`src/rtl/move_pkg.sv`:
```
// rtl/move_pkg.sv - direction encodings and FSM state type shared by the move query scheduler
package move_pkg;

  localparam logic [3:0] DIR_RIGHT = 4'b0001;
  localparam logic [3:0] DIR_UP    = 4'b0010;
  localparam logic [3:0] DIR_DOWN  = 4'b0100;
  localparam logic [3:0] DIR_LEFT  = 4'b1000;

  typedef enum logic [1:0] {
    DIR_R = 2'd0,
    DIR_U = 2'd1,
    DIR_D = 2'd2,
    DIR_L = 2'd3
  } dir_e;

  typedef enum logic [1:0] {
    ST_IDLE  = 2'd0,
    ST_ISSUE = 2'd1,
    ST_WAIT  = 2'd2
  } state_e;

  function automatic logic [3:0] dir_onehot(input dir_e d);
    case (d)
      DIR_R:   dir_onehot = DIR_RIGHT;
      DIR_U:   dir_onehot = DIR_UP;
      DIR_D:   dir_onehot = DIR_DOWN;
      default: dir_onehot = DIR_LEFT;
    endcase
  endfunction

endpackage

```
`src/rtl/rr_arbiter.sv`:
```
// rtl/rr_arbiter.sv - combinational round-robin pick; the search starts at ptr and wraps
module rr_arbiter #(
  parameter int NUM_REQ = 4,
  parameter int ID_W    = 2
) (
  input  logic [NUM_REQ-1:0] req,
  input  logic [ID_W-1:0]    ptr,
  output logic [ID_W-1:0]    gnt_id,
  output logic               any_req
);

  logic found;

  always_comb begin
    gnt_id = '0;
    found  = 1'b0;
    for (int i = 0; i < NUM_REQ; i++) begin
      if (!found && req[ID_W'((int'(ptr) + i) % NUM_REQ)]) begin
        found  = 1'b1;
        gnt_id = ID_W'((int'(ptr) + i) % NUM_REQ);
      end
    end
    any_req = |req;
  end

endmodule

```
`src/rtl/move_query_scheduler.sv`:
```
// rtl/move_query_scheduler.sv - arbitrates agent move queries and reads the 4 neighbour wall bits
// Optional horizontal tunnel wrap-around is enabled by defining WRAP_TUNNEL_EN.
module move_query_scheduler
  import move_pkg::*;
#(
  parameter int NUM_REQ    = 4,
  parameter int TILE_SHIFT = 4,
  parameter int MAP_W      = 40,
  parameter int MAP_H      = 30,
  parameter int ADDR_W     = 11,
  parameter int ID_W       = 2
) (
  input  logic                 clk,
  input  logic                 rst_n,
  input  logic [NUM_REQ-1:0]   req,
  input  logic [NUM_REQ*11-1:0] req_pos_x,
  input  logic [NUM_REQ*10-1:0] req_pos_y,
  output logic                 mem_rd_en,
  output logic [ADDR_W-1:0]    mem_addr,
  input  logic                 mem_rdata,
  output logic                 rsp_valid,
  output logic [ID_W-1:0]      rsp_id,
  output logic [3:0]           rsp_moves
);

  localparam logic [10:0] X_LAST = 11'(MAP_W - 1);
  localparam logic [9:0]  Y_LAST = 10'(MAP_H - 1);

  state_e            state_q, state_d;
  dir_e              dir_q, dir_d;
  logic [ID_W-1:0]   id_q, id_d;
  logic [ID_W-1:0]   rr_ptr_q, rr_ptr_d;
  logic [10:0]       tile_x_q, tile_x_d;
  logic [9:0]        tile_y_q, tile_y_d;
  logic [3:0]        moves_q, moves_d;
  logic              pend_cap_q, pend_vld_q;
  dir_e              pend_dir_q;
  logic              rsp_valid_q, rsp_valid_d;
  logic [ID_W-1:0]   rsp_id_q, rsp_id_d;
  logic [3:0]        rsp_moves_q, rsp_moves_d;

  logic [ID_W-1:0]   gnt_id;
  logic              any_req;
  logic [10:0]       pos_x_sel;
  logic [9:0]        pos_y_sel;
  logic [10:0]       nb_x;
  logic [9:0]        nb_y;
  logic              nb_ok, tile_ok;
  logic [3:0]        moves_cap, cap_oh;

  rr_arbiter #(
    .NUM_REQ (NUM_REQ),
    .ID_W    (ID_W)
  ) u_arb (
    .req     (req),
    .ptr     (rr_ptr_q),
    .gnt_id  (gnt_id),
    .any_req (any_req)
  );

  assign pos_x_sel = req_pos_x[int'(gnt_id)*11 +: 11];
  assign pos_y_sel = req_pos_y[int'(gnt_id)*10 +: 10];
  assign tile_ok   = (tile_x_q < 11'(MAP_W)) && (tile_y_q < 10'(MAP_H));

  // Neighbour tile of the current direction; nb_ok drops at map edges without a wrap.
  always_comb begin
    nb_x  = tile_x_q;
    nb_y  = tile_y_q;
    nb_ok = 1'b1;
    case (dir_q)
      DIR_R: begin
        if (tile_x_q == X_LAST) begin
`ifdef WRAP_TUNNEL_EN
          nb_x = '0;
`else
          nb_ok = 1'b0;
`endif
        end else begin
          nb_x = tile_x_q + 11'd1;
        end
      end
      DIR_U: begin
        if (tile_y_q == '0) nb_ok = 1'b0;
        else                nb_y  = tile_y_q - 10'd1;
      end
      DIR_D: begin
        if (tile_y_q == Y_LAST) nb_ok = 1'b0;
        else                    nb_y  = tile_y_q + 10'd1;
      end
      default: begin
        if (tile_x_q == '0) begin
`ifdef WRAP_TUNNEL_EN
          nb_x = X_LAST;
`else
          nb_ok = 1'b0;
`endif
        end else begin
          nb_x = tile_x_q - 11'd1;
        end
      end
    endcase
  end

  assign mem_rd_en = (state_q == ST_ISSUE) && tile_ok && nb_ok;
  assign mem_addr  = mem_rd_en ? ADDR_W'(int'(nb_y) * MAP_W + int'(nb_x)) : '0;

  // The BRAM bit for the read issued last cycle is valid now; skipped reads capture 0.
  always_comb begin
    cap_oh    = dir_onehot(pend_dir_q);
    moves_cap = moves_q;
    if (pend_cap_q)
      moves_cap = (moves_q & ~cap_oh) | ({4{pend_vld_q & ~mem_rdata}} & cap_oh);
  end

  always_comb begin
    state_d     = state_q;
    dir_d       = dir_q;
    id_d        = id_q;
    rr_ptr_d    = rr_ptr_q;
    tile_x_d    = tile_x_q;
    tile_y_d    = tile_y_q;
    moves_d     = moves_cap;
    rsp_valid_d = 1'b0;
    rsp_id_d    = rsp_id_q;
    rsp_moves_d = rsp_moves_q;
    case (state_q)
      ST_IDLE: begin
        if (any_req) begin
          id_d     = gnt_id;
          tile_x_d = pos_x_sel >> TILE_SHIFT;
          tile_y_d = pos_y_sel >> TILE_SHIFT;
          moves_d  = '0;
          dir_d    = DIR_R;
          rr_ptr_d = (int'(gnt_id) == NUM_REQ - 1) ? '0 : gnt_id + ID_W'(1);
          state_d  = ST_ISSUE;
        end
      end
      ST_ISSUE: begin
        dir_d = dir_e'(dir_q + 2'd1);
        if (dir_q == DIR_L) state_d = ST_WAIT;
      end
      ST_WAIT: begin
        rsp_valid_d = 1'b1;
        rsp_id_d    = id_q;
        rsp_moves_d = moves_cap;
        state_d     = ST_IDLE;
      end
      default: state_d = ST_IDLE;
    endcase
  end

  always_ff @(posedge clk or negedge rst_n) begin
    if (!rst_n) begin
      state_q     <= ST_IDLE;
      dir_q       <= DIR_R;
      id_q        <= '0;
      rr_ptr_q    <= '0;
      tile_x_q    <= '0;
      tile_y_q    <= '0;
      moves_q     <= '0;
      pend_cap_q  <= 1'b0;
      pend_vld_q  <= 1'b0;
      pend_dir_q  <= DIR_R;
      rsp_valid_q <= 1'b0;
      rsp_id_q    <= '0;
      rsp_moves_q <= '0;
    end else begin
      state_q     <= state_d;
      dir_q       <= dir_d;
      id_q        <= id_d;
      rr_ptr_q    <= rr_ptr_d;
      tile_x_q    <= tile_x_d;
      tile_y_q    <= tile_y_d;
      moves_q     <= moves_d;
      pend_cap_q  <= (state_q == ST_ISSUE);
      pend_vld_q  <= mem_rd_en;
      pend_dir_q  <= dir_q;
      rsp_valid_q <= rsp_valid_d;
      rsp_id_q    <= rsp_id_d;
      rsp_moves_q <= rsp_moves_d;
    end
  end

  assign rsp_valid = rsp_valid_q;
  assign rsp_id    = rsp_id_q;
  assign rsp_moves = rsp_moves_q;

endmodule
```
`config.mk`:
```
export PLATFORM = sky130hd
export DESIGN_NAME = move_query_scheduler
export DESIGN_NICKNAME = d
export VERILOG_FILES = /design/src/rtl/move_pkg.sv /design/src/rtl/rr_arbiter.sv /design/src/rtl/move_query_scheduler.sv
export SDC_FILE = /design/constraint.sdc
export NUM_CORES = 1
export LEC_CHECK = 0
export ABC_AREA = 1
export CORE_MARGIN = 2
export CORE_UTILIZATION = 35
export CTS_CLUSTER_DIAMETER = 30
export DETAILED_ROUTE_END_ITERATION = 10
export HOLD_SLACK_MARGIN = 0.12
export PLACE_DENSITY_LB_ADDON = 0.15
export SYNTH_ARGS = -nofsm -noshare
export SYNTH_HDL_FRONTEND = slang
export SYNTH_HIERARCHICAL = 1
export SYNTH_SLANG_ARGS = --single-unit
export TNS_END_PERCENT = 20
```
`constraint.sdc`:
```
create_clock -name clk -period 5.9 [get_ports clk]
set_clock_uncertainty 0.15 [all_clocks]
set_input_delay 1.18 -clock clk [delete_from_list [all_inputs] [get_ports clk]]
set_output_delay 1.18 -clock clk [all_outputs]
set_load 0.01 [all_outputs]
```
==> results by group, run 1 <==
Floorplanning
  • Die area: 10700 sq um
  • Initial Utilization: 0.358
  • Std cell rows: 36
  • Core Region: 9680 sq um
  • # IOs: 110
  • Die W: 104 um
  • Height of the die: 104 um

Synthesis
  • Yosys warns: 6
  • Seq/Total Area, Yosys: 0.260
  • Main synth FF type: dfrtp_1
  • Async SR Flop Fraction: 1.00
  • Syn Inst Count: 513
  • Dominant cells by area after synthesis: dfrtp_1 26%, nand2_1 12%, ha_1 10%
  • Post-synth top cells: 112 x nand2_1, 63 x o21ai_0, 62 x nor2_1, 52 x inv_1, 36 x dfrtp_1
  • Cell area after synthesis: 3470 sq um
  • Synth top area share: 0.260
  • Post-Syn Area per Cell: 6.76 sq um
  • #FFs+latches synth: 36
  • Netlist cell types: 45
  • Most area-hungry cell type in the Yosys netlist: dfrtp_1
  • Most frequent cell after synthesis: nand2_1
  • Number of flops mapped to enable cells by yosys: 0
  • Post-synthesis net count: 634

Clocking
  • Clock Latency Late Sink: 290 ps
  • CTS H-tree lvls: 2
  • Clock Path Buffers: 2
  • CTS tree: yes
  • CTS clock-pin slew for the worst setup and hold paths: 70 ps
  • Clock Sinks: 36
  • Root cell of the clock tree: clkbuf_8
  • Total CTS buffers: 5
  • Hold Buf Count CTS: 0

Detailed routing
  • Iter 0 DRT Violations: 300
  • WL met1: 4170 um
  • DRT Pass-1 Iters: 5
  • Vias/cell: 4.97
  • Top layer in use: met4
  • WL/cell: 12.2 um
  • Met3 wire len: 505 um
  • Final WL: 8790 um
  • Routed vias: 3581
  • Met2 WL: 3990 um
  • Post-DRT Antenna Nets: 0
  • # DRC: 0

Placement
  • Post-placement worst setup slack: 374 ps
  • HPWL after DPL: 7170 um
  • PortBufs: 77
  • RePlAce Congestion: 0.896

STA
  • Slew Viols, Final: 0
  • Unrepaired setup endpoints after global routing: no
  • Final Hold Viols: 0
  • Actual slew at the worst max-slew pin: 802 ps
  • Final TNS setup: 0 ps
  • Minimum clock period: 5450 ps
  • Final worst-path setup slack: 450 ps
  • Relative slew slack: 0.465
  • Final setup fails: 0
  • Part of the cycle the worst path needs: 0.924
  • Max Freq: 0.183 GHz

Setup path
  • CP arrival: 4120 ps
  • Reg2Reg Depth: 14
  • Critical Path End Type: output port
  • Max Fanout on Critical Path: 5
  • Startpoint types: flop
  • Crit Path Class: reg2out
  • Data required time of the worst path: 4570 ps

Final layout
  • Nets: 708
  • Fillcell total: 1006
  • Share of cells above drive strength 1: 0.0884
  • Area growth syn-to-layout: 29.7%
  • Antenna cells: 0

Global route
  • Initial antenna violation count: 0
  • Grt ovf: 0
  • Vias in the first global route: 3235
  • First-pass GRT wire length: 14700 um
  • GRT Resource Usage Total: 0.163
  • Largest net degree at the start of global routing: 37

Min path
  • Hold path depth: 0
  • Tightest Hold Check Type: reg2reg

Status
  • Run status: complete, no violations

Flow run
  • MaxCap Viol Count: 0
[layout make-up]
type | count | area (sq um) | share of cell area
sequential | 36 | 905 | 0.201
multi-input combinational | 399 | 2260 | 0.503
inverter | 63 | 241 | 0.0537
clock inverter | 3 | 42.5 | 0.00946
clock buffer | 5 | 68.8 | 0.0153
timing repair buffer | 82 | 811 | 0.180
tap | 133 | 166 | 0.0370
[through the flow]
stage	util	hold slack, ps	cell area [sq um]	instances
after floorplan	-	292	3470	513
after global placement	0.450	314	4350	712
after detailed placement	0.450	310	4350	712
after CTS	0.461	330	4470	720
after global routing	0.464	324	4500	721
final	0.464	319	4500	721
[cells in the final DEF (no fill, tap or decap), types with 2 or more instances in the layout]
| cell type | count |
|---|---|
| clkdlybuf4s50_1 | 76 |
| inv_1 | 51 |
| dfrtp_1 | 33 |
| clkinv_1 | 2 |
| clkbuf_8 | 5 |
| nand3b_1 | 3 |
| nand3_1 | 32 |
| dfrtp_2 | 3 |
| a31oi_1 | 2 |
| ha_2 | 2 |
| o31ai_1 | 3 |
| xor2_1 | 10 |
| o22ai_1 | 14 |
| nor2_2 | 5 |
| ha_1 | 26 |
| fa_1 | 2 |
| o21ai_1 | 3 |
| nand4_1 | 2 |
| nand2_2 | 7 |
| nand2_1 | 112 |
| nor2_1 | 61 |
| a22oi_1 | 2 |
| a21oi_1 | 17 |
| nor2_4 | 4 |
| inv_2 | 9 |
| xnor2_1 | 4 |
| nor3_1 | 5 |
| o21ai_0 | 63 |
| nand2_4 | 2 |
| buf_4 | 5 |
[logic make-up (layout without fill, tap and decap cells)]
logic type,Yosys count,after routing,synth area share
xor+xnor,14,14,0.0354
fa+ha+maj,30,30,0.113
compound gates,114,114,0.183
mux,1,1,0.00289
buf+inv,78,153,0.0927
simple gates,240,240,0.314
flops,36,36,0.260
[final timing paths]
| kind | slack [ps] | start | to |
|---|---|---|---|
| setup / recovery | 450 | tile_y_q[1]$_DFFE_PN0P_ | mem_addr[9] |
| min in group asynchronous | 1150 | rst_n | rsp_valid$_DFF_PN0_ |
| setup reg to reg | 2800 | rr_ptr_q[0]$_DFFE_PN0P_ | tile_x_q[1]$_DFFE_PN0P_ |
| hold reg to reg | 320 | dir_q[1]$_DFFE_PN0P_ | pend_dir_q[1]$_DFF_PN0_ |
| max in group asynchronous | 4110 | rst_n | tile_y_q[1]$_DFFE_PN0P_ |
| hold / removal | 320 | dir_q[1]$_DFFE_PN0P_ | pend_dir_q[1]$_DFF_PN0_ |
[per-layer routing]
metal / global-route usage / vias to the layer above
met1: 0.218 / 1613
met5: 0 / -
met3: 0.0283 / 10
met4: 0.0473 / 0
met2: 0.269 / 110
li1: - / 1848
[critical path: stages, from the launching register on]
cell and delay [ps]:
dfrtp_2 440, inv_2 110, ha_1 150, nand3_1 80, nor2_2 150, inv_1 50, o21ai_1 150, inv_1 100
o21ai_0 110, inv_1 110, o21ai_2 180, ha_1 180, ha_1 160, inv_1 60, fa_1 480, inv_1 50
ha_2 350, nand2_1 70, nand2_1 50, nand2_1 60, nand3_1 60, nand2_1 50, nor2_1 90, clkdlybuf4s50_1 530
[sequential cells by signal, indices dropped and copies added (netlist names), 4 cells and up]
| signal | flops |
|---|---|
| moves_q | 4 |
| rsp_moves | 4 |
| tile_x_q | 7 |
| tile_y_q | 6 |
[timing repair]
action / CTS / global route
resized for setup: 0 / 10
hold endpoints to repair: 0 / 0
endpoints found under the setup margin: 0 / 2
setup buffers: 0 / 1
Power of run 1 is left out: the tool's default activity adds up to more than one toggle a clock period on the data nets, which glitch-free logic cannot reach.
==> run 2: changes to the inputs <==
- SLEW_MARGIN: not set -> 10
==> results of run 2 <==
The final DEF is identical to that of run 1; final timing and power are the same.
Power of run 2 is left out for the same reason.
